**config.mk**
```make
export PLATFORM = sky130hd
export DESIGN_NAME = mem_port_arbiter
export DESIGN_NICKNAME = d
export VERILOG_FILES = /design/src/rtl/mips_mem_pkg.sv /design/src/rtl/mem_grant_select.sv /design/src/rtl/mem_port_arbiter.sv
export SDC_FILE = /design/constraint.sdc
export NUM_CORES = 1
export LEC_CHECK = 0
export BUFFER_PORTS_ARGS = -buffer_cell sky130_fd_sc_hd__buf_2
export CAP_MARGIN = 20
export CORE_MARGIN = 3
export CORE_UTILIZATION = 41
export CTS_CLUSTER_DIAMETER = 60
export DETAILED_ROUTE_END_ITERATION = 12
export PLACE_DENSITY = 0.84
export SLEW_MARGIN = 20
export SYNTH_ARGS = -nofsm -noshare
export SYNTH_HDL_FRONTEND = slang
export SYNTH_SLANG_ARGS = --single-unit
```
**constraint.sdc**
```tcl
create_clock -name Clk -period 1.5 [get_ports Clk]
set_input_delay 0.15 -clock Clk [delete_from_list [all_inputs] [get_ports Clk]]
set_output_delay 0.15 -clock Clk [all_outputs]
set_load 0.05 [all_outputs]
```
**src/rtl/mips_mem_pkg.sv**
```systemverilog
// Shared definitions for the unified memory port arbiter: FSM and owner
// encodings, default widths and the saturating counter helper.
package mips_mem_pkg;

  localparam int DEF_ADDR_W     = 32;
  localparam int DEF_DATA_W     = 32;
  localparam int DEF_MEM_LAT    = 2;
  localparam int DEF_STARVE_MAX = 4;

  // Wide enough for the largest legal MEM_LAT (7) and STARVE_MAX (15).
  localparam int LAT_CNT_W = 3;
  localparam int STARVE_W  = 4;

  typedef enum logic [1:0] {
    ST_IDLE  = 2'd0,
    ST_ISSUE = 2'd1,
    ST_WAIT  = 2'd2,
    ST_DONE  = 2'd3
  } arb_state_e;

  typedef enum logic {
    OWN_IF = 1'b0,
    OWN_D  = 1'b1
  } owner_e;

  // Increment that sticks at the supplied ceiling.
  function automatic logic [STARVE_W-1:0] sat_inc(input logic [STARVE_W-1:0] v,
                                                  input logic [STARVE_W-1:0] ceil);
    return (v >= ceil) ? ceil : v + 1'b1;
  endfunction

endpackage

```
**src/rtl/mem_grant_select.sv**
```systemverilog
// Priority select between fetch and data requests. Data normally wins; once
// STARVE_MAX data grants have been made while a fetch was waiting, the next
// contested arbitration goes to fetch so the pipeline front end always moves.
module mem_grant_select
  import mips_mem_pkg::*;
#(
  parameter int STARVE_MAX = DEF_STARVE_MAX
) (
  input  logic                i_clk,
  input  logic                i_rst,
  input  logic                i_arb_en,
  input  logic                i_if_req,
  input  logic                i_d_req,
  output logic                o_grant,
  output owner_e              o_grant_own,
  output logic [STARVE_W-1:0] o_starve_cnt
);

  localparam logic [STARVE_W-1:0] SMAX = STARVE_W'(STARVE_MAX);

  logic [STARVE_W-1:0] r_starve_cnt;
  logic                w_force_if;

  // Combinational grant: who would win if arbitration is enabled this cycle.
  always_comb begin
    w_force_if  = (r_starve_cnt == SMAX);
    o_grant     = i_arb_en & (i_if_req | i_d_req);
    o_grant_own = OWN_IF;
    if (i_d_req && !(i_if_req && w_force_if)) begin
      o_grant_own = OWN_D;
    end
  end

  // Starvation count: bump on data grants that pass over a waiting fetch,
  // clear whenever fetch is granted.
  always_ff @(posedge i_clk) begin
    if (i_rst) begin
      r_starve_cnt <= '0;
    end else if (o_grant) begin
      if (o_grant_own == OWN_IF) begin
        r_starve_cnt <= '0;
      end else if (i_if_req) begin
        r_starve_cnt <= sat_inc(r_starve_cnt, SMAX);
      end
    end
  end

  assign o_starve_cnt = r_starve_cnt;

endmodule

```
**src/rtl/mem_port_arbiter.sv**
```systemverilog
// Arbiter sharing one single-ported, fixed-latency memory between the IF
// stage (fetch) and the MEM stage (load/store). One access is in flight at a
// time: IDLE grants, ISSUE strobes the memory, WAIT counts out the read
// latency, DONE pulses the owner's Ready.
//
// Requester handshake: a requester raises Req with stable Addr (and, for
// data, Write/WData) and holds it until its one-cycle Ready pulse; the
// transfer completes in the Ready cycle, read data is valid in that cycle
// and held afterwards. Req may stay high after Ready to present the next
// request. Dropping Req before Ready is illegal; the access still completes.
module mem_port_arbiter
  import mips_mem_pkg::*;
#(
  parameter int ADDR_W     = DEF_ADDR_W,
  parameter int DATA_W     = DEF_DATA_W,
  parameter int MEM_LAT    = DEF_MEM_LAT,
  parameter int STARVE_MAX = DEF_STARVE_MAX
) (
  input  logic                Clk,
  input  logic                Rst,
  input  logic                IF_Req,
  input  logic [ADDR_W-1:0]   IF_Addr,
  output logic                IF_Ready,
  output logic [DATA_W-1:0]   IF_Data,
  input  logic                D_Req,
  input  logic                D_Write,
  input  logic [ADDR_W-1:0]   D_Addr,
  input  logic [DATA_W-1:0]   D_WData,
  output logic                D_Ready,
  output logic [DATA_W-1:0]   D_RData,
  output logic                Mem_En,
  output logic                Mem_We,
  output logic [ADDR_W-1:0]   Mem_Addr,
  output logic [DATA_W-1:0]   Mem_WData,
  input  logic [DATA_W-1:0]   Mem_RData,
  output logic                Stall_IF,
  output logic                Stall_MEM,
  output arb_state_e          Dbg_State,
  output logic [STARVE_W-1:0] Dbg_Starve
);

  arb_state_e             r_state;
  arb_state_e             w_next;
  owner_e                 r_owner;
  logic                   r_we;
  logic                   r_mem_en;
  logic                   r_mem_we;
  logic [ADDR_W-1:0]      r_addr;
  logic [DATA_W-1:0]      r_wdata;
  logic [LAT_CNT_W-1:0]   r_lat_cnt;
  logic [DATA_W-1:0]      r_if_data;
  logic [DATA_W-1:0]      r_d_rdata;

  logic                   w_arb_en;
  logic                   w_grant;
  owner_e                 w_grant_own;
  logic                   w_capture;
  logic                   w_done;

  // Arbitration only in IDLE; DONE is skipped because the owner's Req is
  // still high there and would be granted a second time.
  assign w_arb_en = (r_state == ST_IDLE);

  mem_grant_select #(
    .STARVE_MAX (STARVE_MAX)
  ) u_grant (
    .i_clk        (Clk),
    .i_rst        (Rst),
    .i_arb_en     (w_arb_en),
    .i_if_req     (IF_Req),
    .i_d_req      (D_Req),
    .o_grant      (w_grant),
    .o_grant_own  (w_grant_own),
    .o_starve_cnt (Dbg_Starve)
  );

  // FSM state register.
  always_ff @(posedge Clk) begin
    if (Rst) begin
      r_state <= ST_IDLE;
    end else begin
      r_state <= w_next;
    end
  end

  // Next-state decode; capture strobe fires in the last WAIT cycle.
  always_comb begin
    w_next    = r_state;
    w_capture = 1'b0;
    case (r_state)
      ST_IDLE:  if (w_grant) w_next = ST_ISSUE;
      ST_ISSUE: w_next = r_we ? ST_DONE : ST_WAIT;
      ST_WAIT: begin
        if (r_lat_cnt == LAT_CNT_W'(1)) begin
          w_capture = 1'b1;
          w_next    = ST_DONE;
        end
      end
      ST_DONE:  w_next = ST_IDLE;
      default:  w_next = ST_IDLE;
    endcase
  end

  // Access datapath: latch the granted request, strobe the memory for one
  // cycle, count the read latency and capture read data for the owner.
  always_ff @(posedge Clk) begin
    if (Rst) begin
      r_owner   <= OWN_IF;
      r_we      <= 1'b0;
      r_mem_en  <= 1'b0;
      r_mem_we  <= 1'b0;
      r_addr    <= '0;
      r_wdata   <= '0;
      r_lat_cnt <= '0;
      r_if_data <= '0;
      r_d_rdata <= '0;
    end else begin
      r_mem_en <= 1'b0;
      r_mem_we <= 1'b0;
      if (w_grant) begin
        r_owner  <= w_grant_own;
        r_mem_en <= 1'b1;
        if (w_grant_own == OWN_D) begin
          r_addr   <= D_Addr;
          r_we     <= D_Write;
          r_mem_we <= D_Write;
          if (D_Write) begin
            r_wdata <= D_WData;
          end
        end else begin
          r_addr <= IF_Addr;
          r_we   <= 1'b0;
        end
      end
      if (r_state == ST_ISSUE) begin
        r_lat_cnt <= LAT_CNT_W'(MEM_LAT);
      end else if (r_state == ST_WAIT) begin
        r_lat_cnt <= r_lat_cnt - 1'b1;
      end
      if (w_capture) begin
        if (r_owner == OWN_D) begin
          r_d_rdata <= Mem_RData;
        end else begin
          r_if_data <= Mem_RData;
        end
      end
    end
  end

  assign w_done    = (r_state == ST_DONE) & ~Rst;
  assign IF_Ready  = w_done & (r_owner == OWN_IF);
  assign D_Ready   = w_done & (r_owner == OWN_D);
  assign IF_Data   = r_if_data;
  assign D_RData   = r_d_rdata;
  assign Mem_En    = r_mem_en;
  assign Mem_We    = r_mem_we;
  assign Mem_Addr  = r_addr;
  assign Mem_WData = r_wdata;
  assign Stall_IF  = ~Rst & IF_Req & ~IF_Ready;
  assign Stall_MEM = ~Rst & D_Req & ~D_Ready;
  assign Dbg_State = r_state;

endmodule

```
# After elaboration in Yosys (flattened, before gate mapping)

Cells that the tools add are included.

Bits in registers: 141
Input port bits: 133
Output and inout bits: 140
Logic and storage cells: 64

Add/subtract/negate cells: 2
Order comparisons: 1
Equality and inequality tests: 8
Muxes and demuxes: 15
Bitwise logic cells: 14
Reduce and logical (&&, ||, !) cells: 12

Operator list:

| cell                                                                                 | count |
|---|---|
| 32-bit two-way mux                                                                   | 1 |
| 4-bit two-way mux                                                                    | 3 |
| 1-bit bitwise AND                                                                    | 8 |
| 2-bit two-way mux                                                                    | 4 |
| 2-bit case mux with 4 select lines                                                   | 1 |
| 2-bit AND reduction                                                                  | 4 |
| 1-bit two-way mux                                                                    | 6 |
| 2-bit != test (second input constant)                                                | 3 |
| 1-bit NOT                                                                            | 5 |
| 4-bit by 1-bit adder with 4-bit output (second input constant)                       | 1 |
| 2-bit equality test (second input constant)                                          | 2 |
| 4-bit by 3-bit equality test with 1-bit output (second input constant)               | 1 |
| 4-bit by 3-bit greater-or-equal comparator with 1-bit output (second input constant) | 1 |
| 2-bit OR reduction                                                                   | 2 |
| 3-bit by 1-bit equality test with 1-bit output (second input constant)               | 1 |
| 3-bit AND reduction                                                                  | 1 |
| 3-bit by 1-bit subtractor with 3-bit output (second input constant)                  | 1 |
| 2-bit by 1-bit equality test with 1-bit output (second input constant)               | 1 |
| 1-bit logical AND                                                                    | 2 |
| 2-bit zero test                                                                      | 1 |
| 2-bit nonzero test                                                                   | 1 |
| 1-bit zero test                                                                      | 1 |
| 1-bit bitwise OR                                                                     | 1 |

# Depth between registers and ports, before layout

Depth after elaboration: 7
Mapped depth: 8
Depth with buffers taken out: 6

# Modules after synthesis

A second synthesis with hierarchy kept.

Cell total of the unflattened synthesis: 642
Area total of the unflattened synthesis: 5540.3 µm²

By module, submodules not included:

| module           | times used | cells an instance | area each (µm²) | sequential area each (µm²) |
|---|---|---|---|---|
| mem_port_arbiter | 1          | 618               | 5311.3          | 2742.6 |
| mem_grant_select | 1          | 24                | 229.0           | 80.1 |

# Worst setup path after synthesis

Ideal clock, no wire load.

Kind: register -> output
Start: register r_state[1], in the netlist Dbg_State[1]
End: output port Stall_IF
Arrival: 2.725 ns
Data required time: 1.350 ns
Path slack: -1.375 ns
Cell stages (with the launch flop): 4
Buffers on the path: 0
Cell sequence: dfxtp_1 -> ha_1 -> nor3b_1 -> nor3b_1

Longest elaborated chain between the ends: 5

Ends and longest elaborated chain:

| what                     | line                    | text |
|---|---|---|
| start: declaration       | mem_port_arbiter.sv:42  | `arb_state_e r_state;` |
| start signal: assignment | mem_port_arbiter.sv:82  | `r_state <= w_next;` |
| 2-bit equality test      | mem_port_arbiter.sv:150 | `assign w_done = (r_state == ST_DONE) & ~Rst;` |
| 1-bit bitwise AND        | mem_port_arbiter.sv:150 |  |
| 1-bit bitwise AND        | mem_port_arbiter.sv:151 | `assign IF_Ready = w_done & (r_owner == OWN_IF);` |
| named net IF_Ready       | mem_port_arbiter.sv:23  | `output logic IF_Ready,` |
| 1-bit NOT                | mem_port_arbiter.sv:159 | `assign Stall_IF = ~Rst & IF_Req & ~IF_Ready;` |
| 1-bit bitwise AND        | mem_port_arbiter.sv:159 |  |
| end: declaration         | mem_port_arbiter.sv:36  | `output logic Stall_IF,` |

The timed path passes the listed nets, and every way through them passes these cells.

# Final worst setup path

Start: register r_state[0], in the netlist Dbg_State[0]
End: output port Stall_IF

Longest elaborated chain between the ends: 5

Ends and longest elaborated chain:

| what                | line |
|---|---|
| 2-bit equality test | mem_port_arbiter.sv:150 |
| 1-bit bitwise AND   | mem_port_arbiter.sv:150 |
| 1-bit bitwise AND   | mem_port_arbiter.sv:151 |
| 1-bit NOT           | mem_port_arbiter.sv:159 |
| 1-bit bitwise AND   | mem_port_arbiter.sv:159 |

Every way passes these cells.

==> key figures <==
Outcome
  • Status: finished, violations left
  • Failing checks: setup timing

Timing
  • Final Cycle Share: 110%
  • Slew HR: roughly three quarters
  • Fmax: 605 MHz
  • Max-slew violations: 0
  • Tmin final: around 1700 ps
  • Worst hold slack: 43.6 ps
  • Least-Margin Pin Slew: 352 ps
  • RSZ-0062 raised after global routing: yes
  • Final hold vios: 0
  • Setup violators final: between 50 and 60
  • Post-route setup slack: -153 ps
  • Skew final: 15.5 ps
  • Total negative setup slack: -1570 ps

Layout
  • Multi-input gate area: between 2000 and 3000 um2
  • Synth-to-Final Area Change: 71.6%
  • Number of nets in the layout: around 1200
  • Fin util: around 73%
  • Design area: slightly above 9000 um2
  • Sequential cell area: approximately 2800 um2
  • Post-Layout Cell Count: roughly 1200
  • Fillcell total: roughly 820
  • Layout cells sized above 1: 41.1%

Clock network
  • CTS clk-pin slew, worst paths: 60 ps
  • Clock buffer depth: 2
  • Worst-skew pair later-pin latency: 420 ps
  • CTS tree: built
  • TritonCTS Buffers: 17
  • Root Buffer: clkbuf_16
  • H-tree levels: 4
  • Clk sinks: 141

Synth
  • Syn Inst Count: between 600 and 700
  • Synth warnings: 0
  • Seq/Total Area, Yosys: between 50% and 60%
  • Area leader, netlist: dfxtp_1
  • Yosys top cell area share: 52.0%
  • Synthesized area: around 5400 um2
  • Synth Net Count: between 800 and 900
  • Synth area leaders: dfxtp_1, nand2_1, a21oi_1
  • Distinct cells, synth: 33
  • Synthesized area per cell: 8.01 um2
  • #FFs+latches synth: 141

Floorplanning
  • I/O pin count: about 270
  • Core area: between 10000 and 15000 um2
  • Die ar.: 14600 um2
  • Die width: about 120 um
  • Die Height: about 120 um
  • Rows: 41
  • Initial Utilization: between 40 and 50%

Power
  • Total design power: 14.4 mW
  • Peak supply drop: 1050 uV
  • Pwr dens: roughly 1500 nW/um2
  • Leak: 4.07 nW

Routing
  • Metal-1 WL: 7850 um
  • ANT nets after route: 0
  • Via count: around 6500
  • Residual DRC: 0
  • Final Routed Wirelength: ~22000 um
  • Iteration-0 DRC Markers: 613
  • Met3 routed WL: ~1700 um
  • DRT Pass-1 Iters: 6
  • DR WL/cell: around 18 um
  • Max Used Layer: met4
  • Vias per inst: roughly 5.3
  • Met2 wire length: about 11000 um

Worst setup path
  • Critical R2R Launch: Dbg_State[1]$_SDFFE_PP0P_
  • CP Class: reg2out
  • Startpoint class of the critical path: flop
  • Req. time, crit path: 1350 ps
  • WP data arrival: about 1500 ps
  • Worst-path maximum fanout: 3
  • Worst setup EP type: output pin
  • CP startpoint: Dbg_State[0]$_SDFFE_PP0P_

Global routing
  • Vias in the first global route: 6405
  • Largest net degree at the start of global routing: 53
  • Gr ovfl total: 0
  • First-pass GRT wire length: approximately 31000 um
  • GR Util All Layers: about a quarter
  • Initial antenna violation count: 0

Placed design
  • DP Wirelength: around 11000 um
  • Port Buffers: ~270
  • Setup slack after placement: -20.2 ps
  • Placed cells: between 1000 and 1500
  • Routability cong.: roughly 0.84
  • Area after DPL: just over 7000 um2

Min path
  • Hold_sp: D_Addr[6]
  • Hold/Removal Path Class: in2reg

Job
  • Maxcap violations: 0
[layout by cell type, fill, tap and decap left out, types with 2 or more instances in the layout]
cell type,count
clkinv_4,2
a21oi_2,47
buf_6,6
clkbuf_8,2
nor2_1,36
inv_6,2
buf_12,12
a21oi_4,4
inv_2,2
clkinv_2,2
nor2_2,4
buf_2,267
inv_4,2
ha_4,4
a211oi_2,15
clkbuf_16,23
a211oi_1,19
buf_8,2
clkinvlp_4,3
a221oi_1,2
nor3b_4,4
dfxtp_4,4
dfxtp_1,134
nand2_1,228
nand4_1,3
ha_1,5
buf_4,9
a21oi_1,81
bufinv_16,4
dlygate4sd3_1,96
dfxtp_2,3
nor3_1,2
inv_1,5
[synth_stat cells (all sizes together)]
| cell | n |
|---|---|
| nor2 | 40 |
| a22oi | 2 |
| nand4 | 3 |
| inv | 9 |
| nand2 | 230 |
| nor3b | 5 |
| mux2i | 1 |
| xnor2 | 1 |
| dfxtp | 141 |
| nor3 | 2 |
| nand2b | 2 |
| and3 | 1 |
| nand4b | 1 |
| clkbuf | 16 |
| or2 | 1 |
| buf | 36 |
| and2 | 2 |
| a211oi | 34 |
| a221oi | 2 |
| ha | 9 |
| o21ai | 3 |
| a21oi | 132 |
| nor2b | 1 |
| xor2 | 1 |
| nand3b | 1 |
| and4 | 1 |
[sequential cells by signal, summed over array words and instances, names as in the netlist]
name,cells
r_lat_cnt,3
Mem_We,1
r_we,1
Mem_WData,32
Mem_Addr,32
r_owner,1
D_RData,32
IF_Data,32
u_grant.o_starve_cnt,4
Dbg_State,2
Mem_En,1
[worst paths after layout]
path         cells after the start                       end  slack, ps
min                              3  Mem_Addr[6]$_SDFFE_PP0P_         40
min reg2reg                      2   IF_Data[9]$_SDFFE_PP0P_        450
max reg2reg                      6  D_RData[26]$_SDFFE_PP0P_        -80
max                              4                  Stall_IF       -150
[critical path, cell delays in order (launching register included)]
cell     delay (ps)
dfxtp_4         360
ha_4            160
nor3b_4         160
nor3b_4         200
buf_6           190
[layout make-up]
cell class / count / area share [%]
Multi-Input combinational cell: 476 / 29.2
Clock buffer: 19 / 4.87
Antenna cell: 1 / 0.0269
Tap cell: 172 / 2.31
Clock inverter: 13 / 2.02
Inverter: 9 / 0.417
Sequential cell: 141 / 30.5
Timing Repair Buffer: 398 / 30.6
[cells by family (layout without fill, tap and decap cells)]
kind of cell / after synthesis / after routing / synth area share [%]
other: 0 / 1 / 0
adder cells (fa/ha/maj): 9 / 9 / 2.08
XOR/XNOR: 2 / 2 / 0.323
AND/OR/NAND/NOR: 290 / 291 / 21.3
buffers and inverters: 61 / 439 / 6.02
multiplexers: 1 / 1 / 0.185
flip-flops: 141 / 141 / 52.0
AO/OA/AOI/OAI: 173 / 173 / 18.0
[timing repair]
| item | CTS | global route |
|---|---|---|
| setup endpoints to repair | 19 | 96 |
| hold buffers | 96 | 0 |
| gates resized for setup | 14 | 78 |
| buffers inserted | 4 | 2 |
| cloned | 0 | 8 |
| endpoints found under the hold margin | 126 | 0 |
| pin swaps | 16 | 21 |
[per-layer routing]
metal,track usage (%),vias up
li1,-,2969
met4,15.2,0
met3,8.16,99
met2,46.2,410
met5,0,-
met1,27.4,3039
[power by group]
group	leakage (nW)	internal (mW)	switching, mW
Combinational	2.61	1.76	3.50
Clock	0.306	2.88	1.65
Sequential	1.15	4.27	0.314
(Power assumes the default switching activity.)
